[config.mk]
export PLATFORM = sky130hd
export DESIGN_NAME = tt_um_nibble_demux
export DESIGN_NICKNAME = d
export VERILOG_FILES = /design/src/rtl/tt_um_nibble_demux.sv
export SDC_FILE = /design/constraint.sdc
export NUM_CORES = 1
export LEC_CHECK = 0
export ABC_CLOCK_PERIOD_IN_PS = 4500
export CAP_MARGIN = 15
export CORE_ASPECT_RATIO = 0.75
export CORE_UTILIZATION = 35
export DETAILED_ROUTE_END_ITERATION = 8
export PLACE_DENSITY = 0.71
export SETUP_SLACK_MARGIN = 0.05
export SLEW_MARGIN = 25
export SYNTH_ARGS = -nofsm -noshare
export SYNTH_HDL_FRONTEND = slang
export SYNTH_SLANG_ARGS = --single-unit
[constraint.sdc]
create_clock -name clk -period 4.5 [get_ports clk]
set_input_delay 0.675 -clock clk [delete_from_list [all_inputs] [get_ports clk]]
set_output_delay 0.675 -clock clk [all_outputs]
set_load 0.1 [all_outputs]
[src/rtl/tt_um_nibble_demux.sv]
// Nibble demux: steers tagged nibbles into lanes A/B and rebuilds bytes (low nibble then high); uo_out shows the selected lane.
// Latency: a strobe edge sampled at clock edge N takes effect after edge N, or SYNC_STAGES edges later when NIBBLE_DEMUX_SYNC_EN is defined.
// Backpressure: none; a write to a FULL lane is dropped and raises the sticky overflow flag.
module tt_um_nibble_demux #(
  parameter int SYNC_STAGES = 2
) (
  input  logic       clk,
  input  logic       rst_n,
  input  logic       ena,
  input  logic [7:0] ui_in,
  input  logic [7:0] uio_in,
  output logic [7:0] uo_out,
  output logic [7:0] uio_out,
  output logic [7:0] uio_oe
);

  typedef enum logic [1:0] {
    EMPTY = 2'd0,
    LOW   = 2'd1,
    FULL  = 2'd2
  } lane_st_e;

  typedef struct packed {
    lane_st_e   st;
    logic [7:0] dat;
  } lane_t;

  // Control bits in one vector: {clr, wr, half, lane, pop, rd}
  logic [5:0] ctl_raw;
  logic [5:0] ctl;

  assign ctl_raw = {ui_in[7:4], uio_in[1:0]};

`ifdef NIBBLE_DEMUX_SYNC_EN
  logic [5:0] sync_q [SYNC_STAGES];

  always_ff @(posedge clk or negedge rst_n) begin
    if (!rst_n) begin
      for (int i = 0; i < SYNC_STAGES; i++) begin
        sync_q[i] <= '0;
      end
    end else begin
      sync_q[0] <= ctl_raw;
      for (int i = 1; i < SYNC_STAGES; i++) begin
        sync_q[i] <= sync_q[i-1];
      end
    end
  end

  assign ctl = sync_q[SYNC_STAGES-1];
`else
  localparam int unused_sync_stages = SYNC_STAGES;
  assign ctl = ctl_raw;
`endif

  logic       clr;
  logic       wr_lvl;
  logic       wr_half;
  logic       wr_lane;
  logic       pop_lvl;
  logic       rd_sel;
  logic [3:0] nib;

  assign clr     = ctl[5];
  assign wr_lvl  = ctl[4];
  assign wr_half = ctl[3];
  assign wr_lane = ctl[2];
  assign pop_lvl = ctl[1];
  assign rd_sel  = ctl[0];
  assign nib     = ui_in[3:0];

  logic wr_prev;
  logic pop_prev;
  logic wr_ev;
  logic pop_ev;

  assign wr_ev  = wr_lvl & ~wr_prev;
  assign pop_ev = pop_lvl & ~pop_prev;

  lane_t lane_q [2];
  lane_t lane_d [2];
  logic  ovf_q;
  logic  ovf_d;
  logic  seq_q;
  logic  seq_d;
  lane_t cur;

  always_ff @(posedge clk or negedge rst_n) begin
    if (!rst_n) begin
      wr_prev   <= 1'b0;
      pop_prev  <= 1'b0;
      lane_q[0] <= '{st: EMPTY, dat: 8'h00};
      lane_q[1] <= '{st: EMPTY, dat: 8'h00};
      ovf_q     <= 1'b0;
      seq_q     <= 1'b0;
    end else begin
      wr_prev   <= wr_lvl;
      pop_prev  <= pop_lvl;
      lane_q[0] <= lane_d[0];
      lane_q[1] <= lane_d[1];
      ovf_q     <= ovf_d;
      seq_q     <= seq_d;
    end
  end

  // Pop is resolved before the write so a same-edge pop+write on a FULL lane
  // lands the write into the freshly emptied lane.
  always_comb begin
    lane_d[0] = lane_q[0];
    lane_d[1] = lane_q[1];
    ovf_d     = ovf_q;
    seq_d     = seq_q;
    cur       = '0;
    if (clr) begin
      lane_d[0] = '{st: EMPTY, dat: 8'h00};
      lane_d[1] = '{st: EMPTY, dat: 8'h00};
      ovf_d     = 1'b0;
      seq_d     = 1'b0;
    end else begin
      for (int l = 0; l < 2; l++) begin
        cur = lane_q[l];
        if (pop_ev && (rd_sel == 1'(l))) begin
          if (cur.st == FULL) begin
            cur = '{st: EMPTY, dat: 8'h00};
          end else begin
            seq_d = 1'b1;
          end
        end
        if (wr_ev && (wr_lane == 1'(l))) begin
          case (cur.st)
            EMPTY: begin
              if (!wr_half) begin
                cur = '{st: LOW, dat: {4'h0, nib}};
              end else begin
                seq_d = 1'b1;
              end
            end
            LOW: begin
              if (!wr_half) begin
                cur.dat[3:0] = nib;
              end else begin
                cur.dat[7:4] = nib;
                cur.st       = FULL;
              end
            end
            FULL: begin
              ovf_d = 1'b1;
            end
            default: begin
              cur = '{st: EMPTY, dat: 8'h00};
            end
          endcase
        end
        lane_d[l] = cur;
      end
    end
  end

  assign uo_out  = lane_q[rd_sel].dat;
  assign uio_out = {seq_q, ovf_q, (lane_q[1].st == FULL), (lane_q[0].st == FULL), 4'h0};
  assign uio_oe  = 8'hF0;

  logic unused;
  assign unused = &{1'b0, ena, uio_in[7:2]};

endmodule
==> flow_summary.toml, run 1 <==
[run_status]
status = "finished, final reports clean"

[min_path]
hold_path.class = "in -> async"

[place]
port_buffers = 23
globalplace.congestion = 0.829
dpl.hpwl_um = 2830

[sta]
drv_slew = 0
finalWorstPathRequiredPeriod_ns = 3.12
final_period_util_pct = 69.3
slew_headroom_pct = 35.3
clock.fmax_mhz = 321
timing.setup.tns_ns = 0
hold_ws_ns = 0.375
worst_pin_slew_ns = 0.967
report.final.setup_viol = 0
timing_hold_violations_final = 0
rsz0062_at_grt = "no"
worst_clock_skew_ns = 0.00414

[logic_synthesis]
syn_area_um2 = 1660
synth-seq-cells = 24
syn-instance-count = 188
synthesized_area_divided_by_synthesized_cell_count_um2 = 8.83
ys_warn_count = 0
post_synth_num_cell_types = 47
synth_ff_type = "dfrtp_1"
synth_seq_area_share_pct = 36.2
largest_area_contributor_in_the_netlist = "dfrtp_1"
synth.top_cells.by_area = "dfrtp_1, buf_4, mux2_2"
synth_largest_type_area_fraction_pct = 36.2
post_synth_edffs = 0
synth_async_sr_flop_share_pct = 100

[power]
power.ir.vdd_worst_mv = 0.149
power.density_nw_per_um2 = 273
leakagePower_nw = 0.769

[finish]
antennaDiodeCount = 0
drive_gt1_share_pct = 13.1
final-seq-area_um2 = 601
most_used_cells_in_the_layout_excluding_fill_and_tap_cells = "dfrtp_1, nor2_1, clkdlybuf4s50_1"
final_core_util_pct = 41.4
final_common_cell = "dfrtp_1"
final.fill_count = 465
multi_input_comb_area_um2 = 935
fin_nets = 219
area.growth.synth_to_final_pct = 12.7

[worst_setup_path]
rrSetupSlack_ns = 2.80
critical_path_buf_inv_count = 1
cp-end-kind = "output port"
r2r_end = "lane_q[12]$_DFF_PN0_"
timing.critical_path.max_delay_family = "buffers and inverters"
worst_path_max_delay_cell = "clkdlybuf4s50_1"
delay_of_the_slowest_cell_on_the_worst_path_ns = 1.22
setup.worst_path.start_class = "flip-flop"
worstPathCellList = "nor2b_1 -> clkdlybuf4s50_1"
type_of_the_worst_setup_path = "reg -> out"
timing.critical_path.arrival_ns = 2.44
timing.rr.start = "lane_q[19]$_DFF_PN0_"
worstPathRequired_ns = 3.83
critical_path_peak_fanout = 14
worst-r2r-cell-count = 4

[global_routing]
grt_use_total_pct = 17.3
first_global_vias = 1278
grt.overflow.total = 0
number_of_antenna_violations_at_the_first_check_in_global_routing = 0
grt_pass1_wl_um = 6480
grt_max_degree = 28

[floorplanning]
top_level_ports = 43
core_area_um2 = 4520
die_x_um = 81.5
initial_core_util_pct = 36.7
fp.dieArea_um2 = 5030
die_h_um = 61.7
cell_rows = 21

[cts]
post_cts_resize_count = 0
clkSinkCount = 24
insertion_delay_ns = 0.27
post-cts-setup-buffers = 0
maximum_count_of_clock_buffers_along_a_single_path = 2
clkTransAtPathRegs_ns = 0.09
clock_tree.htree_level_count = 1
holdBufCountCts = 0
tritoncts = "yes"
root_buffer = "clkbuf_8"
cts_inserted_buffers = 3

[route]
drt-initial-drc-count = 140
drt-wirelength-per-cell_um = 15.4
detailedRoute.firstPassIterationCount = 5
drt_drc_violations_left = 0
viasPerCell = 5.65
routed_wl_um = 3940
dr_total_vias = 1447
antenna_violating_nets_post_route = 0

[job]
drv_cap = 0
==> how the worst max path moves through the flow <==
stage               depth (start not counted)                 from             endpoint  slack, ns
floorplan                                   5  lane_q[9]$_DFF_PN0_  lane_q[4]$_DFF_PN0_       1.79
global placement                            3            uio_in[0]            uo_out[5]       1.63
detailed placement                          3            uio_in[0]            uo_out[5]       1.63
CTS                                         2  lane_q[8]$_DFF_PN0_           uio_out[5]       1.40
global route                                2  lane_q[8]$_DFF_PN0_           uio_out[5]       1.28
finish                                      2  lane_q[8]$_DFF_PN0_           uio_out[5]       1.38
==> layout make-up <==
type                            count  share of cell area (%)
Timing Repair Buffer               23                    11.0
Multi-Input combinational cell    147                    50.0
Clock buffer                        4                    2.94
Tap cell                           57                    3.81
Inverter                            1                   0.201
Sequential cell                    24                    32.1
==> metal layers <==
| layer | vias to the layer above | GRT usage, % | share of wire [%] |
|---|---|---|---|
| met5 | - | 0 | 0 |
| met4 | 0 | 1.79 | 0.33 |
| met3 | 2 | 4.00 | 8.2 |
| met2 | 65 | 24.8 | 42 |
| met1 | 690 | 26.7 | 50 |
| li1 | 690 | - | - |
==> cell usage after synthesis (3+ instances only) <==
cell,number
mux2_2,8
nor2b_1,7
nor2_1,16
a21oi_1,12
buf_2,4
a211oi_1,3
a22o_1,3
nand3_1,4
o21ai_0,9
a22oi_1,8
dfrtp_1,24
nor3_1,8
buf_4,15
clkbuf_1,6
nand2_1,12
nand2b_1,4
==> report_power, final <==
part / switching [W] / total (W) / internal, W
registers: 0.00000747 / 0.000228 / 0.000221
logic: 0.000103 / 0.000134 / 0.0000318
clock network: 0.0000701 / 0.000148 / 0.0000781
total: 0.000180 / 0.000511 / 0.000331
==> cell families (layout without fill, tap and decap cells) <==
family,Yosys count,after routing,synth area share [%]
other,2,12,0.452
buffers and inverters,27,28,9.80
AOI/OAI and AO/OA,57,57,24.0
muxes,10,10,6.63
DFF,24,24,36.2
and+or+nand+nor,68,68,23.0
==> per-stage QoR <==
stage	instances	power (W)	setup WS (ns)	instance area, µm²
finish	256	0.000511	1.38	1870
global route	256	0.000535	1.28	1870
CTS	256	0.000516	1.40	1870
detailed placement	252	0.000366	1.63	1820
global placement	252	0.000366	1.63	1820
floorplan	198	0.000345	1.79	1700
==> flip-flops by register name (all words and copies together), names as in the netlist <==
| name | cells |
|---|---|
| ovf_q | 1 |
| lane_q | 20 |
| pop_prev | 1 |
| seq_q | 1 |
| wr_prev | 1 |
Note: power is estimated with default switching activity, not from simulation.
==> inputs of run 2 (changes only) <==
--- a/config.mk
+++ b/config.mk
@@ -5,12 +5,12 @@
 export SDC_FILE = /design/constraint.sdc
 export NUM_CORES = 1
 export LEC_CHECK = 0
-export ABC_CLOCK_PERIOD_IN_PS = 4500
+export ABC_CLOCK_PERIOD_IN_PS = 2800
 export CAP_MARGIN = 15
 export CORE_ASPECT_RATIO = 0.75
 export CORE_UTILIZATION = 35
 export DETAILED_ROUTE_END_ITERATION = 8
-export PLACE_DENSITY = 0.71
+export PLACE_DENSITY = 0.73
 export SETUP_SLACK_MARGIN = 0.05
 export SLEW_MARGIN = 25
 export SYNTH_ARGS = -nofsm -noshare
==> constraint.sdc (replaced) <==
create_clock -name clk -period 2.8 [get_ports clk]
set_input_delay 0.42 -clock clk [delete_from_list [all_inputs] [get_ports clk]]
set_output_delay 0.42 -clock clk [all_outputs]
set_load 0.1 [all_outputs]
==> run 2 against run 1 <==
  * Clock skew increased by 0.0027 ns
  * Register-to-register slack got worse by 1.8 ns
  * Combinational power increased by 70%
  * Final cell count increased by 1.2%
  * Critical path depth increased by 2
  * Sequential power increased by 61%
  * Count of clock-buffer cells in the layout decreased by 1
  * Core utilization increased by 2.5 points
  * Non-clock buffer count increased by 4
  * Cell area increased by 6.0%
  * Critical endpoint is now uo_out[6]
  * Largest power group unchanged
  * Highest routed layer unchanged
==> flow_summary.toml, run 2 (same netlist as run 1, synthesis figures left out) <==
[finish]
area.growth.synth_to_final_pct = 19.4
most_used_cells_in_the_layout_excluding_fill_and_tap_cells = "dfrtp_1, nor2_1, nand2_1, a21oi_1, conb_1"
layoutNonFillerInstCount = 259
final.fill_count = 450
drive_gt1_share_pct = 15.8
register_ranked_first_by_flip_flop_count = "lane_q"
final_common_cell = "dfrtp_1"
final_core_util_pct = 43.9
max_reg_flops = 20
fin_nets = 223
antennaDiodeCount = 0

[power]
report.power.total_w = 0.000801
leakagePower_nw = 0.811
power.ir.vdd_worst_mv = 0.146
power.density_nw_per_um2 = 404

[sta]
timing_hold_violations_final = 0
drv_slew = 0
rsz0062_at_grt = "no"
clock.fmax_mhz = 431
report.final.setup_viol = 0
worst_pin_slew_ns = 0.538
slew_headroom_pct = 64.0
final_period_util_pct = 82.9
setup_ws_ns = 0.480
worst_clock_skew_ns = 0.00682
timing.setup.tns_ns = 0
finalWorstPathRequiredPeriod_ns = 2.32

[route]
detailedRoute.firstPassIterationCount = 4
drt-initial-drc-count = 94
dr_total_vias = 1443
antenna_violating_nets_post_route = 0
drt_drc_violations_left = 0
drt-wirelength-per-cell_um = 15.6
viasPerCell = 5.57
routed_wl_um = 4040

[worst_setup_path]
timing.critical_path.arrival_ns = 1.90
critical_path_peak_fanout = 9
type_of_the_worst_setup_path = "in -> out"
cp-end-kind = "output port"
setup.worst_path.start_class = "input pin"
worstPathRequired_ns = 2.38

[cts]
clock_tree.htree_level_count = 1
clkTransAtPathRegs_ns = 0.09
cts_inserted_buffers = 3
post-cts-setup-buffers = 0
insertion_delay_ns = 0.27
root_buffer = "clkbuf_8"
tritoncts = "yes"
maximum_count_of_clock_buffers_along_a_single_path = 2
post_cts_resize_count = 0
holdBufCountCts = 0
clkSinkCount = 24

[floorplanning]
die_h_um = 61.7
initial_core_util_pct = 36.7
top_level_ports = 43
fp.dieArea_um2 = 5030
die_x_um = 81.5
cell_rows = 21
core_area_um2 = 4520

[place]
globalplace.congestion = 0.835
post-place-cells = 256
dp_slack_ns = 0.488
port_buffers = 23
dpl.hpwl_um = 2950

[global_routing]
grt.overflow.total = 0
first_global_vias = 1250
grt_use_total_pct = 17.6
grt_max_degree = 25
grt_pass1_wl_um = 6470
number_of_antenna_violations_at_the_first_check_in_global_routing = 0

[job]
drv_cap = 0

[min_path]
hold_path.class = "in -> async"

[run_status]
status = "finished, final reports clean"
## run 2: cell count changes in the layout (fill, tap and decap cells not counted)
| cell | before | now |
|---|---|---|
| clkdlybuf4s50_1 | 14 | 11 |
| clkbuf_8 | 4 | 3 |
| buf_2 | 1 | 0 |
| buf_12 | 0 | 8 |
## run 2: critical path, cell delays in order
cell	delay [ns]
clkdlybuf4s50_1	0.70
buf_4	0.24
mux2_2	0.37
buf_12	0.17
## run 2: worst paths after layout
| kind | startpoint | end | slack (ns) | cells past startpoint |
|---|---|---|---|---|
| setup / recovery | uio_in[0] | uo_out[6] | 0.48 | 4 |
| hold / removal | rst_n | ovf_q$_DFF_PN0_ | 0.51 | 2 |
| setup reg to reg | lane_q[19]$_DFF_PN0_ | lane_q[10]$_DFF_PN0_ | 1.04 | 4 |
| hold reg to reg | lane_q[6]$_DFF_PN0_ | lane_q[6]$_DFF_PN0_ | 0.53 | 2 |
| max in group asynchronous | rst_n | lane_q[9]$_DFF_PN0_ | 2.04 | 2 |
| min in group clk | lane_q[6]$_DFF_PN0_ | lane_q[6]$_DFF_PN0_ | 0.53 | 2 |
## run 2: final cells by class
cell class,instances,area (µm²),share of cell area [%]
Tap cell,57,71.3,3.60
Clock buffer,3,41.3,2.08
Multi-Input combinational cell,147,935,47.2
Timing Repair Buffer,27,330,16.7
Sequential cell,24,601,30.3
Inverter,1,3.75,0.189
## run 2: through the flow
stage | instance area, µm² | hold slack, ns
finish | 1980 | 0.513
global route | 1980 | 0.540
CTS | 1980 | 0.532
detailed placement | 1940 | 0.520
global placement | 1940 | 0.519
floorplan | 1700 | 0.124
## run 2: report_power, final
part,internal (W),total [W],switching (W)
clock,0.0000962,0.000205,0.000109
sequential,0.000355,0.000368,0.0000128
combinational,0.0000611,0.000228,0.000167
total,0.000512,0.000801,0.000289
## run 2: layer usage
metal	GRT usage [%]	part of all wire, %	up-vias	wire (µm)
met1	27.1	51	700	2040
met3	4.15	6.7	4	269
met5	0	0	-	0
met2	24.6	42	46	1680
li1	-	-	693	-
met4	3.32	0.99	0	40
